**config.mk**
```make
export PLATFORM = sky130hd
export DESIGN_NAME = timer_apb_ctrl
export DESIGN_NICKNAME = d
export VERILOG_FILES = /design/src/rtl/timer_apb_ctrl.sv
export SDC_FILE = /design/constraint.sdc
export NUM_CORES = 1
export LEC_CHECK = 0
export ABC_CLOCK_PERIOD_IN_PS = 6050
export CAP_MARGIN = 30
export CORE_ASPECT_RATIO = 1.25
export CORE_MARGIN = 10
export CORE_UTILIZATION = 35
export CTS_BUF_LIST = sky130_fd_sc_hd__clkbuf_4 sky130_fd_sc_hd__clkbuf_8
export DETAILED_ROUTE_END_ITERATION = 8
export PLACE_DENSITY = 0.52
export SETUP_SLACK_MARGIN = 0.1
export SYNTH_ARGS = -nofsm -noshare
export SYNTH_HDL_FRONTEND = slang
export SYNTH_SLANG_ARGS = --single-unit
```
**constraint.sdc**
```tcl
create_clock -name sys_clk -period 6.05 [get_ports sys_clk]
set_input_delay 0.605 -clock sys_clk [delete_from_list [all_inputs] [get_ports sys_clk]]
set_output_delay 0.605 -clock sys_clk [all_outputs]
set_load 0.02 [all_outputs]
```
**src/rtl/timer_apb_ctrl.sv**
```systemverilog
// timer_apb_ctrl: APB slave holding the system-timer configuration.
// It drives the prescaler controls, runs the 64-bit counter on cnt_en pulses,
// compares the counter against TCMP to raise a sticky interrupt status, and
// freezes the counter while the CPU holds the timer in debug halt.
module timer_apb_ctrl #(
  parameter int WAIT_STATES = 1
) (
  input  logic        sys_clk,
  input  logic        sys_rst_n,
  input  logic        tim_psel,
  input  logic        tim_penable,
  input  logic        tim_pwrite,
  input  logic [11:0] tim_paddr,
  input  logic [31:0] tim_pwdata,
  input  logic [3:0]  tim_pstrb,
  output logic [31:0] tim_prdata,
  output logic        tim_pready,
  output logic        tim_pslverr,
  input  logic        dbg_mode,
  input  logic        cnt_en,
  output logic        timer_en,
  output logic        div_en,
  output logic [3:0]  div_val,
  output logic        tim_int
);

  localparam logic [1:0] WS = WAIT_STATES[1:0];

  typedef enum logic [1:0] {
    ST_IDLE,
    ST_SETUP,
    ST_ACCESS
  } apb_state_t;

  apb_state_t  state, state_nxt;
  logic [1:0]  wait_cnt, wait_cnt_nxt;
  logic        pready_c;

  logic        tcr_en;
  logic        tcr_div_en;
  logic [3:0]  tcr_div_val;
  logic [63:0] counter;
  logic [63:0] cmp;
  logic        int_en;
  logic        int_st;
  logic        halt_req;
  logic        halt_ack;
  logic        tim_int_q;

  logic        addr_hit;
  logic [2:0]  reg_idx;
  logic        commit_wr;
  logic        wr_tcr, wr_tdr0, wr_tdr1, wr_tcmp0, wr_tcmp1;
  logic        wr_tier, wr_tisr, wr_thcsr;
  logic        new_en, new_div_en;
  logic [3:0]  new_div_val;
  logic        tcr_err;
  logic        cnt_inc;
  logic        cmp_match;
  logic [31:0] rdata;
  logic        unused_addr_lsb;

  // Replace only the strobed bytes of a 32-bit register image.
  function automatic logic [31:0] merge_bytes(input logic [31:0] old_val,
                                              input logic [31:0] wdata,
                                              input logic [3:0]  strb);
    logic [31:0] res;
    res = old_val;
    for (int i = 0; i < 4; i++) begin
      if (strb[i]) res[8*i +: 8] = wdata[8*i +: 8];
    end
    return res;
  endfunction

  assign unused_addr_lsb = ^tim_paddr[1:0];

  // APB state register and wait-state counter.
  always_ff @(posedge sys_clk or negedge sys_rst_n) begin
    if (!sys_rst_n) begin
      state    <= ST_IDLE;
      wait_cnt <= 2'd0;
    end else begin
      state    <= state_nxt;
      wait_cnt <= wait_cnt_nxt;
    end
  end

  // APB next-state: ready is raised in the last ACCESS cycle; losing psel aborts.
  always_comb begin
    state_nxt    = state;
    wait_cnt_nxt = wait_cnt;
    pready_c     = 1'b0;
    case (state)
      ST_IDLE: begin
        if (tim_psel && !tim_penable) state_nxt = ST_SETUP;
      end
      ST_SETUP: begin
        if (!tim_psel) begin
          state_nxt = ST_IDLE;
        end else begin
          state_nxt    = ST_ACCESS;
          wait_cnt_nxt = 2'd0;
        end
      end
      ST_ACCESS: begin
        if (!tim_psel) begin
          state_nxt = ST_IDLE;
        end else if (wait_cnt == WS) begin
          pready_c  = 1'b1;
          state_nxt = ST_IDLE;
        end else begin
          wait_cnt_nxt = 2'(wait_cnt + 2'd1);
        end
      end
      default: state_nxt = ST_IDLE;
    endcase
  end

  assign addr_hit  = (tim_paddr[11:5] == 7'd0);
  assign reg_idx   = tim_paddr[4:2];
  assign commit_wr = pready_c & tim_pwrite & addr_hit;

  assign wr_tcr    = commit_wr & (reg_idx == 3'd0);
  assign wr_tdr0   = commit_wr & (reg_idx == 3'd1);
  assign wr_tdr1   = commit_wr & (reg_idx == 3'd2);
  assign wr_tcmp0  = commit_wr & (reg_idx == 3'd3);
  assign wr_tcmp1  = commit_wr & (reg_idx == 3'd4);
  assign wr_tier   = commit_wr & (reg_idx == 3'd5) & tim_pstrb[0];
  assign wr_tisr   = commit_wr & (reg_idx == 3'd6) & tim_pstrb[0];
  assign wr_thcsr  = commit_wr & (reg_idx == 3'd7) & tim_pstrb[0];

  // Candidate TCR image after a strobed write; rejected as a whole on error.
  assign new_en      = tim_pstrb[0] ? tim_pwdata[0]    : tcr_en;
  assign new_div_en  = tim_pstrb[0] ? tim_pwdata[1]    : tcr_div_en;
  assign new_div_val = tim_pstrb[1] ? tim_pwdata[11:8] : tcr_div_val;
  assign tcr_err     = (new_div_val > 4'd8) ||
                       (tcr_en && ((new_div_en != tcr_div_en) ||
                                   (new_div_val != tcr_div_val)));

  assign cnt_inc   = cnt_en & tcr_en & ~halt_ack;
  assign cmp_match = (counter == cmp);

  // TCR: prescaler configuration, updated only by an error-free write.
  always_ff @(posedge sys_clk or negedge sys_rst_n) begin
    if (!sys_rst_n) begin
      tcr_en      <= 1'b0;
      tcr_div_en  <= 1'b0;
      tcr_div_val <= 4'h1;
    end else if (wr_tcr && !tcr_err) begin
      tcr_en      <= new_en;
      tcr_div_en  <= new_div_en;
      tcr_div_val <= new_div_val;
    end
  end

  // 64-bit counter: disable clears, a TDR write overrides a same-cycle increment.
  always_ff @(posedge sys_clk or negedge sys_rst_n) begin
    if (!sys_rst_n) begin
      counter <= 64'd0;
    end else if (wr_tcr && !tcr_err && tcr_en && !new_en) begin
      counter <= 64'd0;
    end else if (wr_tdr0) begin
      counter[31:0] <= merge_bytes(counter[31:0], tim_pwdata, tim_pstrb);
    end else if (wr_tdr1) begin
      counter[63:32] <= merge_bytes(counter[63:32], tim_pwdata, tim_pstrb);
    end else if (cnt_inc) begin
      counter <= counter + 64'd1;
    end
  end

  // Compare value registers.
  always_ff @(posedge sys_clk or negedge sys_rst_n) begin
    if (!sys_rst_n) begin
      cmp <= 64'hFFFF_FFFF_FFFF_FFFF;
    end else if (wr_tcmp0) begin
      cmp[31:0] <= merge_bytes(cmp[31:0], tim_pwdata, tim_pstrb);
    end else if (wr_tcmp1) begin
      cmp[63:32] <= merge_bytes(cmp[63:32], tim_pwdata, tim_pstrb);
    end
  end

  // Interrupt enable and halt request control bits.
  always_ff @(posedge sys_clk or negedge sys_rst_n) begin
    if (!sys_rst_n) begin
      int_en   <= 1'b0;
      halt_req <= 1'b0;
    end else begin
      if (wr_tier)  int_en   <= tim_pwdata[0];
      if (wr_thcsr) halt_req <= tim_pwdata[0];
    end
  end

  // Sticky interrupt status: a new match wins over a coincident clear.
  always_ff @(posedge sys_clk or negedge sys_rst_n) begin
    if (!sys_rst_n) begin
      int_st <= 1'b0;
    end else if (cmp_match) begin
      int_st <= 1'b1;
    end else if (wr_tisr && tim_pwdata[0]) begin
      int_st <= 1'b0;
    end
  end

  // Registered halt acknowledge and interrupt output.
  always_ff @(posedge sys_clk or negedge sys_rst_n) begin
    if (!sys_rst_n) begin
      halt_ack  <= 1'b0;
      tim_int_q <= 1'b0;
    end else begin
      halt_ack  <= halt_req & dbg_mode;
      tim_int_q <= int_st & int_en;
    end
  end

  // Read mux; unmapped addresses read as zero.
  always_comb begin
    rdata = 32'd0;
    if (addr_hit) begin
      case (reg_idx)
        3'd0: rdata = {20'd0, tcr_div_val, 6'd0, tcr_div_en, tcr_en};
        3'd1: rdata = counter[31:0];
        3'd2: rdata = counter[63:32];
        3'd3: rdata = cmp[31:0];
        3'd4: rdata = cmp[63:32];
        3'd5: rdata = {31'd0, int_en};
        3'd6: rdata = {31'd0, int_st};
        3'd7: rdata = {30'd0, halt_ack, halt_req};
        default: rdata = 32'd0;
      endcase
    end
  end

  assign tim_pready  = pready_c;
  assign tim_prdata  = (pready_c && !tim_pwrite) ? rdata : 32'd0;
  assign tim_pslverr = wr_tcr & tcr_err;

  assign timer_en = tcr_en & ~halt_ack;
  assign div_en   = tcr_div_en;
  assign div_val  = tcr_div_val;
  assign tim_int  = tim_int_q;

endmodule

```
==> results.toml <==
[status]
status = "completed"

[floorplanning]
fp-row-count = 68
die_area_um2 = 35200
die_y_um = 207
core_area_um2 = 27700
die_w_um = 170
ios = 96
start_util_pct = 35.5

[logic_synthesis]
synth.top_cell.area_share_pct = 19.9
synth_most_common_cell = "nand2_1"
syn_area_um2 = 9820
ys_top_cells_by_area = "dfrtp_1, dfstp_2, mux2_2"
synth_top_cell_by_area = "dfrtp_1"
yosys_warnings = 0
async_flop_share_pct = 100
syn_inst = 1100
ys_ff_latch = 143
yosysUniqueCellTypes = 65
synth_fp_nets = 1157
synth_edf_count = 0
avgSynthCellArea_um2 = 8.93
synthTopCellsByCount = "nand2_1, a21oi_1, dfrtp_1, mux2_2, a22oi_1"
synth_flop_cell = "dfrtp_1"
seq_area_frac_synth_pct = 37.3

[grt]
grt_pass1_vias = 9140
grt_pass1_wl_mm = 59.7
antenna_found_initial = 0
grt_max_degree = 79
grt_usage_pct = 22.0
grt_overflow_total = 0

[routing]
finalWirelength_mm = 39.6
dr.pass1.iters = 5
ant_nets = 0
drc = 0
wl_per_cell_um = 26.3
viasPerCell = 6.29
first_iter_violations = 918
vias = 9479

[clocking]
clockBufferDepth = 2
cts_tree = "done"
cts_inserted_buffers = 17
cts_num_sinks = 143
cts_resized = 0
htreeDepth = 4
root_buffer = "clkbuf_8"
worstSkewPairLatency_ns = 0.49
path_clk_slew_ns = 0.09
ctsHoldBuffers = 0
postCtsSetupRepairBufs = 0

[placed_design]
port_buffers = 93
place_ws_ns = 1.62
dp_hpwl_mm = 28.2
place_congestion = 0.959

[sta]
skew_ns = 0.0216
tightestPinTransition_ns = 0.984
rsz0062_at_grt = "no"
finalHoldViolations = 0
period_share_pct = 74.1
setup_viol = 0
relSlewSlack_pct = 33.9
fin_crit_ns = 4.49
tns_ns = 0
layout_setup_ws_ns = 1.56
max_freq_mhz = 223
maxSlewViolCount = 0

[worst_setup_path]
crit_slowest_cell = "clkdlybuf4s50_1"
path_class = "in -> out"
crit_chain = "clkdlybuf4s50_1, nor2_1, and2_1, buf_4, a22oi_1, a21oi_1, clkdlybuf4s50_1"
critPathTopFamily = "buffers and inverters"
crit_arrival_ns = 3.88
startpoint_type = "primary input"
endpoint_kind = "output pin"
crit_required_ns = 5.44
path_buf_inv = 3
path_common_cell = "clkdlybuf4s50_1"
slowest_delay_ns = 0.82
crit_fanout = 23

[worst_hold_path]
min_path_type = "in -> async"

[finish]
area_growth_pct = 16.9
nets = 1201
nFillCells = 2823
num_antenna_cells = 0
drive_above_1_share_pct = 18.5

[pwr]
powerDensity_nw_per_um2 = 176
leakagePower_nw = 4.03
peakVddDrop_uv = 122

[flow_run]
maxCapViolCount = 0
-- cell families after synthesis --
group / Yosys count / share of synthesized area, %
AO/OA/AOI/OAI: 333 / 22.2
XOR/XNOR: 72 / 6.42
adder cells (fa/ha/maj): 2 / 0.255
buffers and inverters: 102 / 4.10
flip-flops: 143 / 37.3
multiplexers: 87 / 9.86
AND/OR/NAND/NOR: 361 / 19.9
-- cells in the final DEF (no fill, tap or decap), types with 34 or more instances in the layout --
cell,n
nand4_1,42
dfrtp_1,78
a21oi_1,79
clkdlybuf4s50_1,92
mux2_2,78
o21ai_0,61
nand2_1,100
a22oi_1,69
nor2_1,57
nand3_1,34
dfstp_2,65
xnor2_1,64
-- flip-flops by register name (all words and copies together) (netlist names) --
signal,cells
div_en,1
div_val,4
tcr_en,1
cmp,64
tim_int,1
counter,64
halt_req,1
halt_ack,1
int_en,1
int_st,1
wait_cnt,2
state,2
-- power by group --
part / internal (W) / switching [W] / leakage (nW)
Combinational: 0.0000525 / 0.0000841 / 2.08
Sequential: 0.000963 / 0.00000585 / 1.73
Clock: 0.000479 / 0.000432 / 0.223
-- metrics by stage --
step	power (W)	utilization (%)	area, um2	instances	hold WS [ns]
floorplan	0.00103	-	9820	1100	0.309
global placement	0.00112	39.9	11000	1475	0.508
detailed placement	0.00112	39.9	11000	1475	0.515
CTS	0.00203	41.5	11500	1507	0.170
global route	0.00208	41.5	11500	1507	0.201
finish	0.00202	41.5	11500	1507	0.144
-- routing by layer --
layer  vias to the layer above  wire length (um)  global-route usage (%)
met3                        85              3300                    4.55
met4                         0              1520                    9.10
met1                      4701             15700                    27.7
met2                       474             19100                    35.6
li1                       4219                 -                       -
met5                         -                 0                       0
-- final cells by class --
cell class / count / area [um2] / share of cell area, %
clock buffers: 20 / 269 / 2.34
repair buffers: 116 / 1100 / 9.63
multi-input cells: 855 / 5780 / 50.4
inverters: 11 / 41.3 / 0.360
clock inverters: 12 / 184 / 1.60
well taps: 350 / 438 / 3.82
flip-flops and latches: 143 / 3660 / 31.9
-- worst paths after layout --
check / start / to / slack, ns / cells after the start
min: sys_rst_n / div_val[2] / 0.14 / 1
min in group sys_clk: wait_cnt[1] / wait_cnt[1] / 0.53 / 2
max: tim_paddr[2] / tim_prdata[14] / 1.56 / 7
max in group asynchronous: sys_rst_n / counter[60] / 4.47 / 2
min reg2reg: wait_cnt[1] / wait_cnt[1] / 0.53 / 2
max reg2reg: counter[5] / counter[49] / 2.58 / 6
Power figures use the tool's default switching activity.
